**config.mk**
```make
export PLATFORM = sky130hd
export DESIGN_NAME = hazard_ctrl_unit
export DESIGN_NICKNAME = d
export VERILOG_FILES = /design/src/rtl/hazard_pkg.sv /design/src/rtl/sat_counter.sv /design/src/rtl/hazard_ctrl_unit.sv
export SDC_FILE = /design/constraint.sdc
export NUM_CORES = 1
export LEC_CHECK = 0
export CAP_MARGIN = 0
export CORE_MARGIN = 1
export CORE_UTILIZATION = 30
export CTS_CLUSTER_DIAMETER = 80
export DETAILED_ROUTE_END_ITERATION = 8
export PLACE_DENSITY_LB_ADDON = 0.15
export SLEW_MARGIN = 20
export SYNTH_ARGS = -nofsm -noshare
export SYNTH_HDL_FRONTEND = slang
export SYNTH_SLANG_ARGS = --single-unit
```
**constraint.sdc**
```tcl
create_clock -name clk -period 2.99 [get_ports clk]
set_clock_uncertainty 0.2 [all_clocks]
set_input_delay 0.299 -clock clk [delete_from_list [all_inputs] [get_ports clk]]
set_output_delay 0.299 -clock clk [all_outputs]
set_load 0.03 [all_outputs]
```
**src/rtl/hazard_pkg.sv**
```systemverilog
// Shared definitions for the hazard control unit: FSM state encoding and
// the default parameter values used by the top level.
package hazard_pkg;

    localparam int DEF_REG_AW  = 5;
    localparam int DEF_MEM_LAT = 2;
    localparam int DEF_CNT_W   = 16;

    // Width of the memory-latency down-counter; MEM_LAT is limited to 0..15.
    localparam int LAT_CW      = 4;

    typedef enum logic [1:0] {
        ST_IDLE    = 2'd0,
        ST_WAIT    = 2'd1,
        ST_RELEASE = 2'd2
    } hz_state_e;

endpackage

```
**src/rtl/sat_counter.sv**
```systemverilog
// Saturating up-counter with synchronous clear and asynchronous active-low
// reset. Clear wins over a same-cycle increment; the count sticks at all-ones.
module sat_counter #(
    parameter int W = 16
) (
    input  logic         clk,
    input  logic         rst,
    input  logic         clr,
    input  logic         inc,
    output logic [W-1:0] q
);

    logic [W-1:0] cnt_q;
    logic [W-1:0] cnt_d;

    // Next count: clear first, then increment unless already saturated.
    always_comb begin
        cnt_d = cnt_q;
        if (clr) begin
            cnt_d = '0;
        end else if (inc && (cnt_q != {W{1'b1}})) begin
            cnt_d = cnt_q + W'(1);
        end
    end

    // Count register.
    always_ff @(posedge clk or negedge rst) begin
        if (!rst) begin
            cnt_q <= '0;
        end else begin
            cnt_q <= cnt_d;
        end
    end

    assign q = cnt_q;

endmodule

```
**src/rtl/hazard_ctrl_unit.sv**
```systemverilog
// Pipeline hazard control: load-use stall, taken-branch flush and a
// data-memory freeze of MEM_LAT cycles per access. All control outputs are
// combinational; only the stall counter and the freeze FSM hold state.
//
// Handshake: memReq is a level qualifier sampled in IDLE only; the access
// is held off (pipeline frozen) for exactly MEM_LAT cycles starting in the
// cycle memReq is seen, followed by one RELEASE cycle in which memReq is
// ignored so the completing instruction can advance.
module hazard_ctrl_unit
    import hazard_pkg::*;
#(
    parameter int REG_AW  = DEF_REG_AW,
    parameter int MEM_LAT = DEF_MEM_LAT,
    parameter int CNT_W   = DEF_CNT_W
) (
    input  logic              clk,
    input  logic              rst,
    input  logic [REG_AW-1:0] idRs,
    input  logic [REG_AW-1:0] idRt,
    input  logic              idUsesRs,
    input  logic              idUsesRt,
    input  logic              exMemRead,
    input  logic [REG_AW-1:0] exRt,
    input  logic              branchTaken,
    input  logic              memReq,
    input  logic              cntClr,
    output logic              PCWrite,
    output logic              IFIDWrite,
    output logic              IDEXWrite,
    output logic              EXMEMWrite,
    output logic              setZero,
    output logic              ifidFlush,
    output logic              memBusy,
    output logic [CNT_W-1:0]  stallCount,
    output logic [1:0]        dbgState
);

    // A zero-latency memory never freezes the pipeline.
    localparam bit              LAT_EN   = (MEM_LAT > 0);
    localparam int              LAT_M1   = LAT_EN ? (MEM_LAT - 1) : 0;
    localparam logic [LAT_CW-1:0] LAT_LOAD = LAT_CW'(LAT_M1);

    hz_state_e          state_q;
    hz_state_e          state_d;
    logic [LAT_CW-1:0]  cnt_q;
    logic [LAT_CW-1:0]  cnt_d;
    logic               freeze;
    logic               load_use;

    // Freeze FSM state and latency counter registers.
    always_ff @(posedge clk or negedge rst) begin
        if (!rst) begin
            state_q <= ST_IDLE;
            cnt_q   <= '0;
        end else begin
            state_q <= state_d;
            cnt_q   <= cnt_d;
        end
    end

    // Freeze FSM next state. The IDLE cycle that sees memReq is itself the
    // first frozen cycle, so only MEM_LAT-1 further cycles are spent in WAIT.
    always_comb begin
        state_d = state_q;
        cnt_d   = cnt_q;
        case (state_q)
            ST_IDLE: begin
                if (memReq && LAT_EN) begin
                    cnt_d   = LAT_LOAD;
                    state_d = (LAT_LOAD != '0) ? ST_WAIT : ST_RELEASE;
                end
            end
            ST_WAIT: begin
                if (cnt_q <= LAT_CW'(1)) begin
                    cnt_d   = '0;
                    state_d = ST_RELEASE;
                end else begin
                    cnt_d   = cnt_q - LAT_CW'(1);
                end
            end
            ST_RELEASE: begin
                cnt_d   = '0;
                state_d = ST_IDLE;
            end
            default: begin
                cnt_d   = '0;
                state_d = ST_IDLE;
            end
        endcase
    end

    // Hazard detection; register 0 is hard-wired so it never creates a hazard.
    always_comb begin
        freeze   = ((state_q == ST_IDLE) && memReq && LAT_EN) ||
                   (state_q == ST_WAIT);
        load_use = exMemRead && (exRt != '0) &&
                   ((idUsesRs && (idRs == exRt)) ||
                    (idUsesRt && (idRt == exRt)));
    end

    // Pipeline control priority: freeze, then load-use, then taken branch.
    // A branch coinciding with a load-use stall is not flushed here; it
    // re-resolves in ID on the following cycle.
    always_comb begin
        PCWrite    = 1'b1;
        IFIDWrite  = 1'b1;
        IDEXWrite  = 1'b1;
        EXMEMWrite = 1'b1;
        setZero    = 1'b0;
        ifidFlush  = 1'b0;
        memBusy    = freeze;
        if (freeze) begin
            PCWrite    = 1'b0;
            IFIDWrite  = 1'b0;
            IDEXWrite  = 1'b0;
            EXMEMWrite = 1'b0;
        end else if (load_use) begin
            PCWrite    = 1'b0;
            IFIDWrite  = 1'b0;
            setZero    = 1'b1;
        end else if (branchTaken) begin
            ifidFlush  = 1'b1;
        end
    end

    sat_counter #(
        .W (CNT_W)
    ) u_stall_cnt (
        .clk (clk),
        .rst (rst),
        .clr (cntClr),
        .inc (~PCWrite),
        .q   (stallCount)
    );

    assign dbgState = state_q;

endmodule

```
==> metrics.yaml, run 1 <==
combPwrFrac: 0.455
start_kind: "primary input"
reg2reg_setup_slack_ns: 0.60
initial_core_util: 0.3131
final_cell_mix: "clkdlybuf4s50_1, dfrtp_1, nor2_1"
cp_data_arrival_time_ns: 2.23
synth-seq-cells: 22
fin_setup_tns_ns: 0
syn_inst: 157
cts_buffers: 3
wl_per_cell_um: 12.95
grt_pass1_wl_mm: 5.934
num_vias: 1316
synth.top_cells.by_area: "dfrtp_1, xnor2_1, mux2_4"
synth-seq-area-share: 0.3723
p_seq_frac: 0.323
leakagePower_uw: 0.0007809
grt_pass1_vias: 1254
syn-num-nets: 183
yosys_warnings: 0
clk_pin_slew_ns: 0.09
power_switching_uw: 488.7
reg2reg_depth: 7
slew_headroom: 0.4799
layout_commonest_cell: "clkdlybuf4s50_1"
finalCriticalPeriod_ns: 2.729
overflow: 0
hold_path.class: "primary input to async pin"
synth_area_per_cell_sq_um: 9.420
drt_iter0_markers: 46
p_sw_frac: 0.3874
vdd_drop_max_mv: 0.3764
via_per_inst: 4.910
synth.distinct_cells: 35
core_area_sq_um: 4723
cts_root_buffer: "clkbuf_8"
die_x_um: 72.21
cts.htree.levels: 1
dr.pass1.iters: 7
n_antenna_cell: 0
cts_tree: "built"
routabilityCongestion: 0.7638
area_growth_pct: 38.07
routed_wl_mm: 3.470
setup_violations: 0
place_area_sq_um: 1971
num_rows: 25
maxCapViolations: 0
hold_viol: 0
cts_setup_buffers: 0
powerDensity_nw_per_um2: 617.9
layout.nets: 228
grt_max_degree: 31
clkSinkCount: 22
layout-drive-gt1-share: 0.1194
utilization: 0.4323
worstSetupPathType: "primary input to output pin"
crit_required_ns: 2.49
worst_pin_slew_ns: 0.7777
worstSetupEndpoint: "setZero"
clock_latency_ns: 0.27
die_area_sq_um: 5214
cts_buffer_depth: 2
drtAntennaViolNets: 0
synth_top_area_share: 0.3723
io_pins: 48
post-dp-hpwl_mm: 2.550
cp-end-kind: "output pin"
worstReg2RegEnd: "u_stall_cnt.q[0]$_DFFE_PN0P_"
critPathLaunch: "exRt[1]"
fin_area_sq_um: 2042
rsz0062_at_grt: "false"
reg2reg_from: "u_stall_cnt.q[0]$_DFFE_PN0P_"
drv_slew: 0
synth_area_sq_um: 1479
status: "complete, no violations"
hold_ws_ns: 0.1701
yosys.area.top_type: "dfrtp_1"
ctsResizeCount: 0
clockPowerShare: 0.222
max_freq_mhz: 366.4
critPathMaxFanout: 3
place.port_buffers: 47
period_share: 0.9128
p_int_uw: 772.9
antenna_found_initial: 0
drcViolationCount: 0
fp.dieH_um: 72.21
cts_hold_buf: 0
track_usage: 0.1423
flip-flops by register name (all words and copies together), names as in the netlist:
signal,count
u_stall_cnt.q,16
cnt_q,4
dbgState,2
per-stage QoR:
stage	instances	setup WS (ns)	total power, uW
6_report	268	0.2609	1262
3_5_place_dp	264	0.2631	991.2
2_1_floorplan	157	0.4355	806.9
3_3_place_gp	264	0.2707	973.5
4_1_cts	268	0.2627	1279
5_1_grt	268	0.1502	1355
final cells by class:
cell class	count	area (sq um)
clock buffers	3	41.29
inverters	5	18.77
repair buffers	50	498.0
well taps	67	83.83
flip-flops and latches	22	550.5
multi-input cells	120	819.5
fillers	462	2681
clock inverters	1	30.03
how the worst min path moves through the flow:
stage	from	to	slack, ns	depth (start not counted)
after detailed placement	cnt_q[1]$_DFFE_PN0P_	cnt_q[1]$_DFFE_PN0P_	0.31	2
after CTS	rst	u_stall_cnt.q[7]$_DFFE_PN0P_	0.18	2
after global placement	cnt_q[1]$_DFFE_PN0P_	cnt_q[1]$_DFFE_PN0P_	0.30	2
after floorplan	rst	cnt_q[0]$_DFFE_PN0P_	-0.20	0
final	rst	u_stall_cnt.q[7]$_DFFE_PN0P_	0.17	2
after global routing	rst	u_stall_cnt.q[7]$_DFFE_PN0P_	0.19	2
per-layer routing:
layer,up-vias,global-route usage,routed length [um]
met4,0,0.01961,18
li1,664,-,-
met2,17,0.2451,1797
met3,2,0.03472,105
met5,-,0,0
met1,633,0.1847,1548
critical path, cell delays in order:
cell and delay (ns):
clkdlybuf4s50_1 0.46, or4_1 0.53, o21ai_1 0.12, inv_1 0.07, and3_1 0.16, clkdlybuf4s50_1 0.59
Yosys cell counts:
cell,count
a21oi_1,12
a21oi_2,1
and2_1,1
and3_1,3
and4_1,1
buf_4,2
buf_6,6
clkbuf_1,2
dfrtp_1,22
ha_1,3
inv_1,5
mux2_4,5
nand2_1,11
nand2b_1,1
nand3_1,4
nand4_1,5
nor2_1,13
nor2b_1,5
nor3_1,3
nor3_4,1
nor4_1,3
nor4b_2,2
o21ai_0,4
o21ai_1,3
o22a_1,1
o22ai_2,1
o31ai_1,9
o41ai_1,1
or2_1,2
or2_2,2
or3_1,1
or3b_2,1
or4_1,10
or4b_2,1
xnor2_1,10
logic make-up after synthesis:
family	after synthesis	share of synthesized area
DFF	22	0.3723
xor gates and xnor gates	10	0.05922
buffers and inverters	15	0.07360
adders and majority gates	3	0.02538
muxes	5	0.05076
AOI/OAI and AO/OA	32	0.1362
and+or+nand+nor	70	0.2826
power groups by stage:
stage / Clock, uW / Combinational, uW / Sequential (uW)
global placement: 0 / 563 / 411
floorplan: 0 / 363 / 444
global route: 302 / 634 / 420
finish: 281 / 574 / 407
detailed placement: 0 / 580 / 411
CTS: 288 / 583 / 408
Note: power is estimated with default switching activity, not from simulation.
==> run 2, diff against run 1 <==
--- a/config.mk
+++ b/config.mk
@@ -11,6 +11,7 @@
 export CTS_CLUSTER_DIAMETER = 80
 export DETAILED_ROUTE_END_ITERATION = 8
 export PLACE_DENSITY_LB_ADDON = 0.15
+export SKIP_CTS_REPAIR_TIMING = 1
 export SLEW_MARGIN = 20
 export SYNTH_ARGS = -nofsm -noshare
 export SYNTH_HDL_FRONTEND = slang
==> results of run 2 <==
Same layout as run 1: the final DEF is identical, and so are final timing and power.
